[config.mk]
export PLATFORM = sky130hd
export DESIGN_NAME = pipe_stage_reg
export DESIGN_NICKNAME = d
export VERILOG_FILES = /design/src/rtl/pipe_pkg.sv /design/src/rtl/lane_compactor.sv /design/src/rtl/pipe_stage_reg.sv
export SDC_FILE = /design/constraint.sdc
export NUM_CORES = 1
export LEC_CHECK = 0
export ABC_AREA = 0
export BUFFER_PORTS_ARGS = -buffer_cell sky130_fd_sc_hd__buf_2
export CAP_MARGIN = 40
export CORE_ASPECT_RATIO = 0.6
export CORE_MARGIN = 8
export CORE_UTILIZATION = 35
export CTS_CLUSTER_DIAMETER = 100
export DETAILED_ROUTE_END_ITERATION = 8
export PLACE_DENSITY = 0.62
export SYNTH_ARGS = -nofsm -noshare
export SYNTH_HDL_FRONTEND = slang
export SYNTH_SLANG_ARGS = --single-unit
[constraint.sdc]
create_clock -name clock -period 28.7 [get_ports clock]
set_input_delay 4.305 -clock clock [delete_from_list [all_inputs] [get_ports clock]]
set_output_delay 4.305 -clock clock [all_outputs]
set_load 0.005 [all_outputs]
[src/rtl/pipe_pkg.sv]
`default_nettype none
// pipe_pkg: per-boundary lane/width defaults and the lane-group container
// carried between core pipeline stages.
package pipe_pkg;

   localparam int DEF_LANES       = 4;
   localparam int DEF_WIDTH       = 64;
   localparam int DEF_STALL_CNT_W = 16;

   // Boundary-specific group geometry (fetch/decode/rename/issue width).
   localparam int IF_FB_LANES = 4;
   localparam int IF_FB_WIDTH = 64;
   localparam int FB_ID_LANES = 4;
   localparam int FB_ID_WIDTH = 64;
   localparam int DP_IS_LANES = 4;
   localparam int DP_IS_WIDTH = 64;
   localparam int IS_RF_LANES = 4;
   localparam int IS_RF_WIDTH = 64;
   localparam int RF_EX_LANES = 4;
   localparam int RF_EX_WIDTH = 64;
   localparam int EX_WB_LANES = 4;
   localparam int EX_WB_WIDTH = 64;

   typedef struct packed {
      logic [DEF_LANES-1:0][DEF_WIDTH-1:0] data;
      logic [DEF_LANES-1:0]                valid;
   } lane_group_t;

endpackage
`default_nettype wire

[src/rtl/lane_compactor.sv]
`default_nettype none
// lane_compactor: packs valid lanes into the lowest output indices, keeping
// their relative order; unused output lanes are driven to zero.
module lane_compactor
   import pipe_pkg::*;
#(
   parameter int LANES = DEF_LANES,
   parameter int WIDTH = DEF_WIDTH
) (
   input  logic [LANES*WIDTH-1:0] data_i,
   input  logic [LANES-1:0]       valid_i,
   output logic [LANES*WIDTH-1:0] data_o,
   output logic [LANES-1:0]       valid_o
);

   always_comb begin
      int cnt;
      data_o  = '0;
      valid_o = '0;
      cnt     = 0;
      for (int i = 0; i < LANES; i++) begin
         if (valid_i[i]) begin
            // cnt is the number of valid lanes older than lane i.
            for (int j = 0; j < LANES; j++) begin
               if (j == cnt) begin
                  data_o[j*WIDTH +: WIDTH] = data_i[i*WIDTH +: WIDTH];
                  valid_o[j]               = 1'b1;
               end
            end
            cnt = cnt + 1;
         end
      end
   end

endmodule
`default_nettype wire

[src/rtl/pipe_stage_reg.sv]
`default_nettype none
// pipe_stage_reg: multi-lane valid/ready pipeline register with a skid entry,
// synchronous flush and saturating stall counter. Define PIPE_STAGE_COMPACT_EN to compact lanes.
module pipe_stage_reg
   import pipe_pkg::*;
#(
   parameter int LANES       = DEF_LANES,
   parameter int WIDTH       = DEF_WIDTH,
   parameter int STALL_CNT_W = DEF_STALL_CNT_W
) (
   input  logic                   clock,
   input  logic                   reset,
   input  logic                   flush,
   input  logic [LANES*WIDTH-1:0] in_data,
   input  logic [LANES-1:0]       in_valid,
   output logic                   in_ready,
   output logic [LANES*WIDTH-1:0] out_data,
   output logic [LANES-1:0]       out_valid,
   input  logic                   out_ready,
   output logic [STALL_CNT_W-1:0] stall_cnt
);

   logic [LANES*WIDTH-1:0] main_data_q, main_data_d;
   logic [LANES-1:0]       main_valid_q, main_valid_d;
   logic [LANES*WIDTH-1:0] skid_data_q, skid_data_d;
   logic [LANES-1:0]       skid_valid_q, skid_valid_d;
   logic                   in_ready_q, in_ready_d;
   logic [STALL_CNT_W-1:0] stall_cnt_q, stall_cnt_d;

   logic [LANES*WIDTH-1:0] grp_data;
   logic [LANES-1:0]       grp_valid;
   logic                   main_any, skid_any, acc_in, acc_out;

`ifdef PIPE_STAGE_COMPACT_EN
   lane_compactor #(
      .LANES (LANES),
      .WIDTH (WIDTH)
   ) u_compactor (
      .data_i  (in_data),
      .valid_i (in_valid),
      .data_o  (grp_data),
      .valid_o (grp_valid)
   );
`else
   assign grp_data  = in_data;
   assign grp_valid = in_valid;
`endif

   assign main_any = |main_valid_q;
   assign skid_any = |skid_valid_q;
   assign acc_in   = in_ready_q & (|in_valid);
   assign acc_out  = main_any & out_ready;

   always_comb begin
      main_data_d  = main_data_q;
      main_valid_d = main_valid_q;
      skid_data_d  = skid_data_q;
      skid_valid_d = skid_valid_q;
      stall_cnt_d  = stall_cnt_q;

      if (main_any && !out_ready && (stall_cnt_q != '1)) begin
         stall_cnt_d = stall_cnt_q + 1'b1;
      end

      if (flush) begin
         main_data_d  = '0;
         main_valid_d = '0;
         skid_data_d  = '0;
         skid_valid_d = '0;
      end else if (!main_any || acc_out) begin
         if (skid_any) begin
            main_data_d  = skid_data_q;
            main_valid_d = skid_valid_q;
            skid_data_d  = acc_in ? grp_data  : '0;
            skid_valid_d = acc_in ? grp_valid : '0;
         end else if (acc_in) begin
            main_data_d  = grp_data;
            main_valid_d = grp_valid;
         end else begin
            main_data_d  = '0;
            main_valid_d = '0;
         end
      end else if (acc_in) begin
         skid_data_d  = grp_data;
         skid_valid_d = grp_valid;
      end
   end

   // Registered copy of !skid_valid keeps out_ready off the in_ready path.
   assign in_ready_d = ~(|skid_valid_d);

   always_ff @(posedge clock or posedge reset) begin
      if (reset) begin
         main_data_q  <= '0;
         main_valid_q <= '0;
         skid_data_q  <= '0;
         skid_valid_q <= '0;
         in_ready_q   <= 1'b1;
         stall_cnt_q  <= '0;
      end else begin
         main_data_q  <= main_data_d;
         main_valid_q <= main_valid_d;
         skid_data_q  <= skid_data_d;
         skid_valid_q <= skid_valid_d;
         in_ready_q   <= in_ready_d;
         stall_cnt_q  <= stall_cnt_d;
      end
   end

   assign in_ready  = in_ready_q;
   assign out_data  = main_data_q;
   assign out_valid = main_valid_q;
   assign stall_cnt = stall_cnt_q;

endmodule
`default_nettype wire

-- Yosys cells after proc, flatten, opt, wreduce, memory -nomap -nowiden
Index checks and enable logic that the tools add are counted.
- bits of input ports: 264
- register bits: 537
- output and inout port bits: 277
- bitwise logic cells: 3
- mux-type cells: 16
- reductions and logical operators: 12
- add/sub/neg operators: 1
- eq/ne operators: 2
- operators by type and width (kind ; number):
    256-bit two-way mux ; 8
    4-bit two-way mux ; 8
    16-bit by 1-bit adder with 16-bit output (second input constant) ; 1
    16-bit != test (second input constant) ; 1
    4-bit OR reduction ; 4
    3-bit != test (second input constant) ; 1
    3-bit nonzero test ; 1
    1-bit AND ; 2
    1-bit logical AND ; 2
    1-bit logical NOT ; 2
    2-bit AND reduction ; 1
    2-bit nonzero test ; 1
    1-bit logical OR ; 1
    1-bit NOT ; 1

-- Depth between registers and ports, before layout
- word-level depth: 8
- gate-level depth with buffers: 7
- mapped depth without buffers: 5

-- Worst setup path before layout
Ideal clock, no wire load.
- path kind: input -> register
- from: input port in_valid[0]
- to: register skid_data_q[0]
- path slack: 23.065 ns
- cell stages on the path: 6
- arrival: 5.569 ns
- cells stage by stage: o41ai_4 > nand3_1 > a21oi_1 > buf_2 > buf_2 > a22o_1
- word-level cells in the longest chain between the ends: 6
- elaborated cells between the ends (all ways): 8
- those cells by class: 4 x mux; 1 x bitwise; 3 x reduce/logical
- RTL lines (item ; line ; text):
    start: declaration ; pipe_stage_reg.sv:15 ; input logic [LANES-1:0] in_valid,
    4-bit OR reduction (*) ; pipe_stage_reg.sv:51 ; assign acc_in = in_ready_q & (|in_valid);
    1-bit AND (*) ; pipe_stage_reg.sv:51 ;
    256-bit two-way mux ; pipe_stage_reg.sv:74 ; skid_data_d = acc_in ? grp_data : '0;
    256-bit two-way mux ; pipe_stage_reg.sv:71 ; if (skid_any) begin
    256-bit two-way mux ; pipe_stage_reg.sv:70 ; end else if (!main_any || acc_out) begin
    256-bit two-way mux ; pipe_stage_reg.sv:65 ; if (flush) begin
    end signal: assignment ; pipe_stage_reg.sv:103 ; skid_data_q <= skid_data_d;
    end: declaration ; pipe_stage_reg.sv:25 ; logic [LANES*WIDTH-1:0] skid_data_q, skid_data_d;
Mark *: on every way between the ends. The rest lies on a longest branch, timed or not. The select of a mux whose other input is x is not followed.
A chain may end at the register's enable or synchronous reset.

-- Worst setup path in the final report
- from: input port out_ready
- to: register skid_data_q[184]
- word-level cells in the longest chain between the ends: 4
- elaborated cells between the ends (all ways): 7
- those cells by class: 1 x eq/ne; 2 x mux; 1 x bitwise; 3 x reduce/logical
- RTL lines (item ; line ; text):
    start: declaration ; pipe_stage_reg.sv:19 ; input logic out_ready,
    1-bit AND (*) ; pipe_stage_reg.sv:52 ; assign acc_out = main_any & out_ready;
    1-bit logical OR (*) ; pipe_stage_reg.sv:70 ;
    3-bit != test (no source line) (tied with other cells) ; -- ;
    2-bit AND reduction (no source line) / 256-bit two-way mux (equally long branches) ; -- ;
Mark *: on every way between the ends. The rest lies on a longest branch, timed or not.

==> flow_metrics.env <==
export IMPL_numCtsBuffers=51
export IMPL_fin_tns_setup_ps=0
export IMPL_leakagePower_nw=14.1
export IMPL_finalHoldViolations=0
export IMPL_drc=0
export IMPL_drt_wirelength_per_cell_um=24.5
export IMPL_whs_endpoint="skid_data_q[36]"
export IMPL_worstReg2RegStart="out_valid[3]"
export IMPL_die_area_sq_mm=0.0737
export IMPL_synth_area_sq_mm=0.0228
export IMPL_crit_slowest_cell="buf_4"
export IMPL_cts_tree="yes"
export IMPL_hold_depth=1
export IMPL_antenna_found_initial=16
export IMPL_finalSetupViolCount=0
export IMPL_post_place_cells=3094
export IMPL_via_per_inst=6.00
export IMPL_clockRootBuffer="clkbuf_16"
export IMPL_period_needed_ps=7750
export IMPL_syn2layout_area_growth_pct=22.5
export IMPL_critPathArrivalTime_ps=8280
export IMPL_rsz0062_at_grt="no"
export IMPL_drtPass1Iterations=5
export IMPL_holdCritPathClass="reg2reg"
export IMPL_drt_first_iter_violations=2191
export IMPL_cts_hold_buf=0
export IMPL_fmax_mhz=129
export IMPL_drv_slew=0
export IMPL_clockBufferDepth=3
export IMPL_r2r_slack_ps=24320
export IMPL_whs_ps=504
export IMPL_critPathMaxFanout=86
export IMPL_core_area_sq_mm=0.0644
export IMPL_dpl_hpwl_um=47900
export IMPL_critPathTopFamily="buffers and inverters"
export IMPL_path_cells="buf_2, inv_6, buf_4, nand3_1, a21oi_4, buf_4, buf_4, a22o_1"
export IMPL_clkTransAtPathRegs_ps=60
export IMPL_start_util=0.353
export IMPL_slew_headroom=0.220
export IMPL_synth_cells=1892
export IMPL_required_ps=29230
export IMPL_synth_nets=2157
export IMPL_place_ws_ps=20340
export IMPL_critPathKind="in2reg"
export IMPL_synthDistinctLibCells=38
export IMPL_grt_ovfl_total=0
export IMPL_total_power_w=0.00282
export IMPL_fin_worst_skew_ps=15.3
export IMPL_clock_sinks=537
export IMPL_grt_pass1_wl_um=121000
export IMPL_reg2regPathDepth=8
export IMPL_cp_num_buf_inv=5
export IMPL_grt_max_degree=179
export IMPL_die_y_um=214
export IMPL_routed_wl_um=78400
export IMPL_grt_pass1_vias=19600
export IMPL_yosys_warnings=0
export IMPL_grtUsageTotal=0.200
export IMPL_gp_congestion=0.804
export IMPL_antenna_left=0
export IMPL_final_cells=3199
export IMPL_startpoint_type="input port"
export IMPL_endpoint_kind="flop"
export IMPL_portBuffers=540
export IMPL_clk_latency_ps=590
export IMPL_rr_endpoint="skid_data_q[184]"
export IMPL_syn_area_per_cell_sq_um=12.0
export IMPL_maxCapViolCount=0
export IMPL_max_stage_delay_ps=800
export IMPL_post_cts_setup_buffer_count=0
export IMPL_status="complete, no violations"
export IMPL_die_x_um=345
export IMPL_core_rowCount=72
export IMPL_ys_seq_area_frac=0.590
export IMPL_cts_max_level=2
export IMPL_final_nets=2561
export IMPL_worstMarginPinSlew_ps=1170
export IMPL_p_per_area_mw_per_mm2=101
export IMPL_ir_drop_mv=0.0610
export IMPL_worst_path_most_repeated_cell="buf_4"
export IMPL_synth_seq_cells=537
export IMPL_layout_drive_gt1_share=0.288
export IMPL_num_io_pins=541
export IMPL_setup_ws_ps=20950
export IMPL_cts_resized=0
export IMPL_vias=19200
export IMPL_min_from="skid_data_q[36]"
export IMPL_min_period_over_period=0.270
==> layout make-up <==
class / instances / area [sq um]
fill: 5999 / 36500
tap: 851 / 1060
timing repair buffer: 580 / 3320
clock inverter: 21 / 196
sequential: 537 / 13400
multi-input combinational: 1124 / 8400
inverter: 2 / 20.0
antenna: 15 / 37.5
clock buffer: 69 / 1400
==> kinds of logic (layout without fill, tap and decap cells) <==
group	after synthesis	count (layout)	synth area share
xor+xnor	12	12	0.00462
simple gates	316	316	0.0856
compound gates	792	792	0.275
buf+inv	231	672	0.0425
other cells	0	15	0
fa+ha+maj	1	1	0.000550
flops	537	537	0.590
mux	3	3	0.00148
==> state kept, by name, indices dropped and copies added (netlist names) <==
register,flops
out_data,256
skid_valid_q,4
in_ready,1
out_valid,4
stall_cnt,16
skid_data_q,256
==> worst max path at each step <==
stage	start	endpoint	slack (ps)	depth (start not counted)
2_1_floorplan	reset	out_data[0]	9390	1
3_3_place_gp	out_ready	skid_data_q[166]	20370	8
3_5_place_dp	out_ready	skid_data_q[170]	20340	8
4_1_cts	out_ready	skid_data_q[133]	21000	8
5_1_grt	out_ready	skid_data_q[206]	20720	8
6_report	out_ready	skid_data_q[184]	20950	8
==> cell usage in the layout (no fill, tap or decap), types with 7 or more instances in the layout <==
cell type  Yosys  final
nand2_1       13     13
nand3_1        7      7
clkbuf_8       0      7
a22o_1       256    256
diode_2        0     15
buf_4          6     23
a31oi_1      262    262
and3_1       259    259
clkbuf_16      0     51
buf_2         62    539
nor2_1         8      8
buf_16         0     13
o2bb2ai_1    256    256
clkinv_2       0     13
dfrtp_1      536    536
nand4_1        8      8
clkbuf_1     153     12
==> per-layer routing <==
metal	vias to the layer above	GRT usage	wire length, um
met5	-	0	23
met4	4	0.0603	1740
met3	117	0.0381	5350
met2	838	0.315	37400
met1	9928	0.282	33800
li1	8320	-	-
==> power by group <==
part	switching (W)	internal (W)
registers	0.000147	0.000994
logic	0.000645	0.000370
clock network	0.000299	0.000370
total	0.00109	0.00173
==> through the flow <==
| step | instance area, sq um | utilization |
|---|---|---|
| floorplan | 22800 | - |
| global placement | 25800 | 0.401 |
| detailed placement | 26200 | 0.407 |
| CTS | 27800 | 0.432 |
| global route | 27900 | 0.433 |
| finish | 27900 | 0.433 |
==> cell usage after synthesis, drive strengths merged <==
library cell  count  area share
inv               1     0.00016
nand2b            2     0.00055
ha                1     0.00055
a211oi            4      0.0013
nor3              5      0.0013
buf              76       0.017
a22o            256       0.099
or4               3     0.00099
a31oi           262       0.072
o41ai             1      0.0012
and2              1     0.00028
clkbuf          153       0.025
xor2              6      0.0023
nand2            14      0.0024
a21o              2     0.00066
nor4              4      0.0018
o21ai             6      0.0015
nand4             8      0.0022
dfrtp           536        0.59
mux2              3      0.0015
xnor2             6      0.0023
and4              2     0.00077
a21oi             5      0.0011
nor3b             1     0.00055
dfstp             1      0.0012
nand3             7      0.0015
o2bb2ai         256       0.099
and3            259       0.071
nand4b            1     0.00038
nor2              8      0.0013
clkinv            1     0.00016
nor4b             1     0.00038
Note: power is estimated with default switching activity, not from simulation.
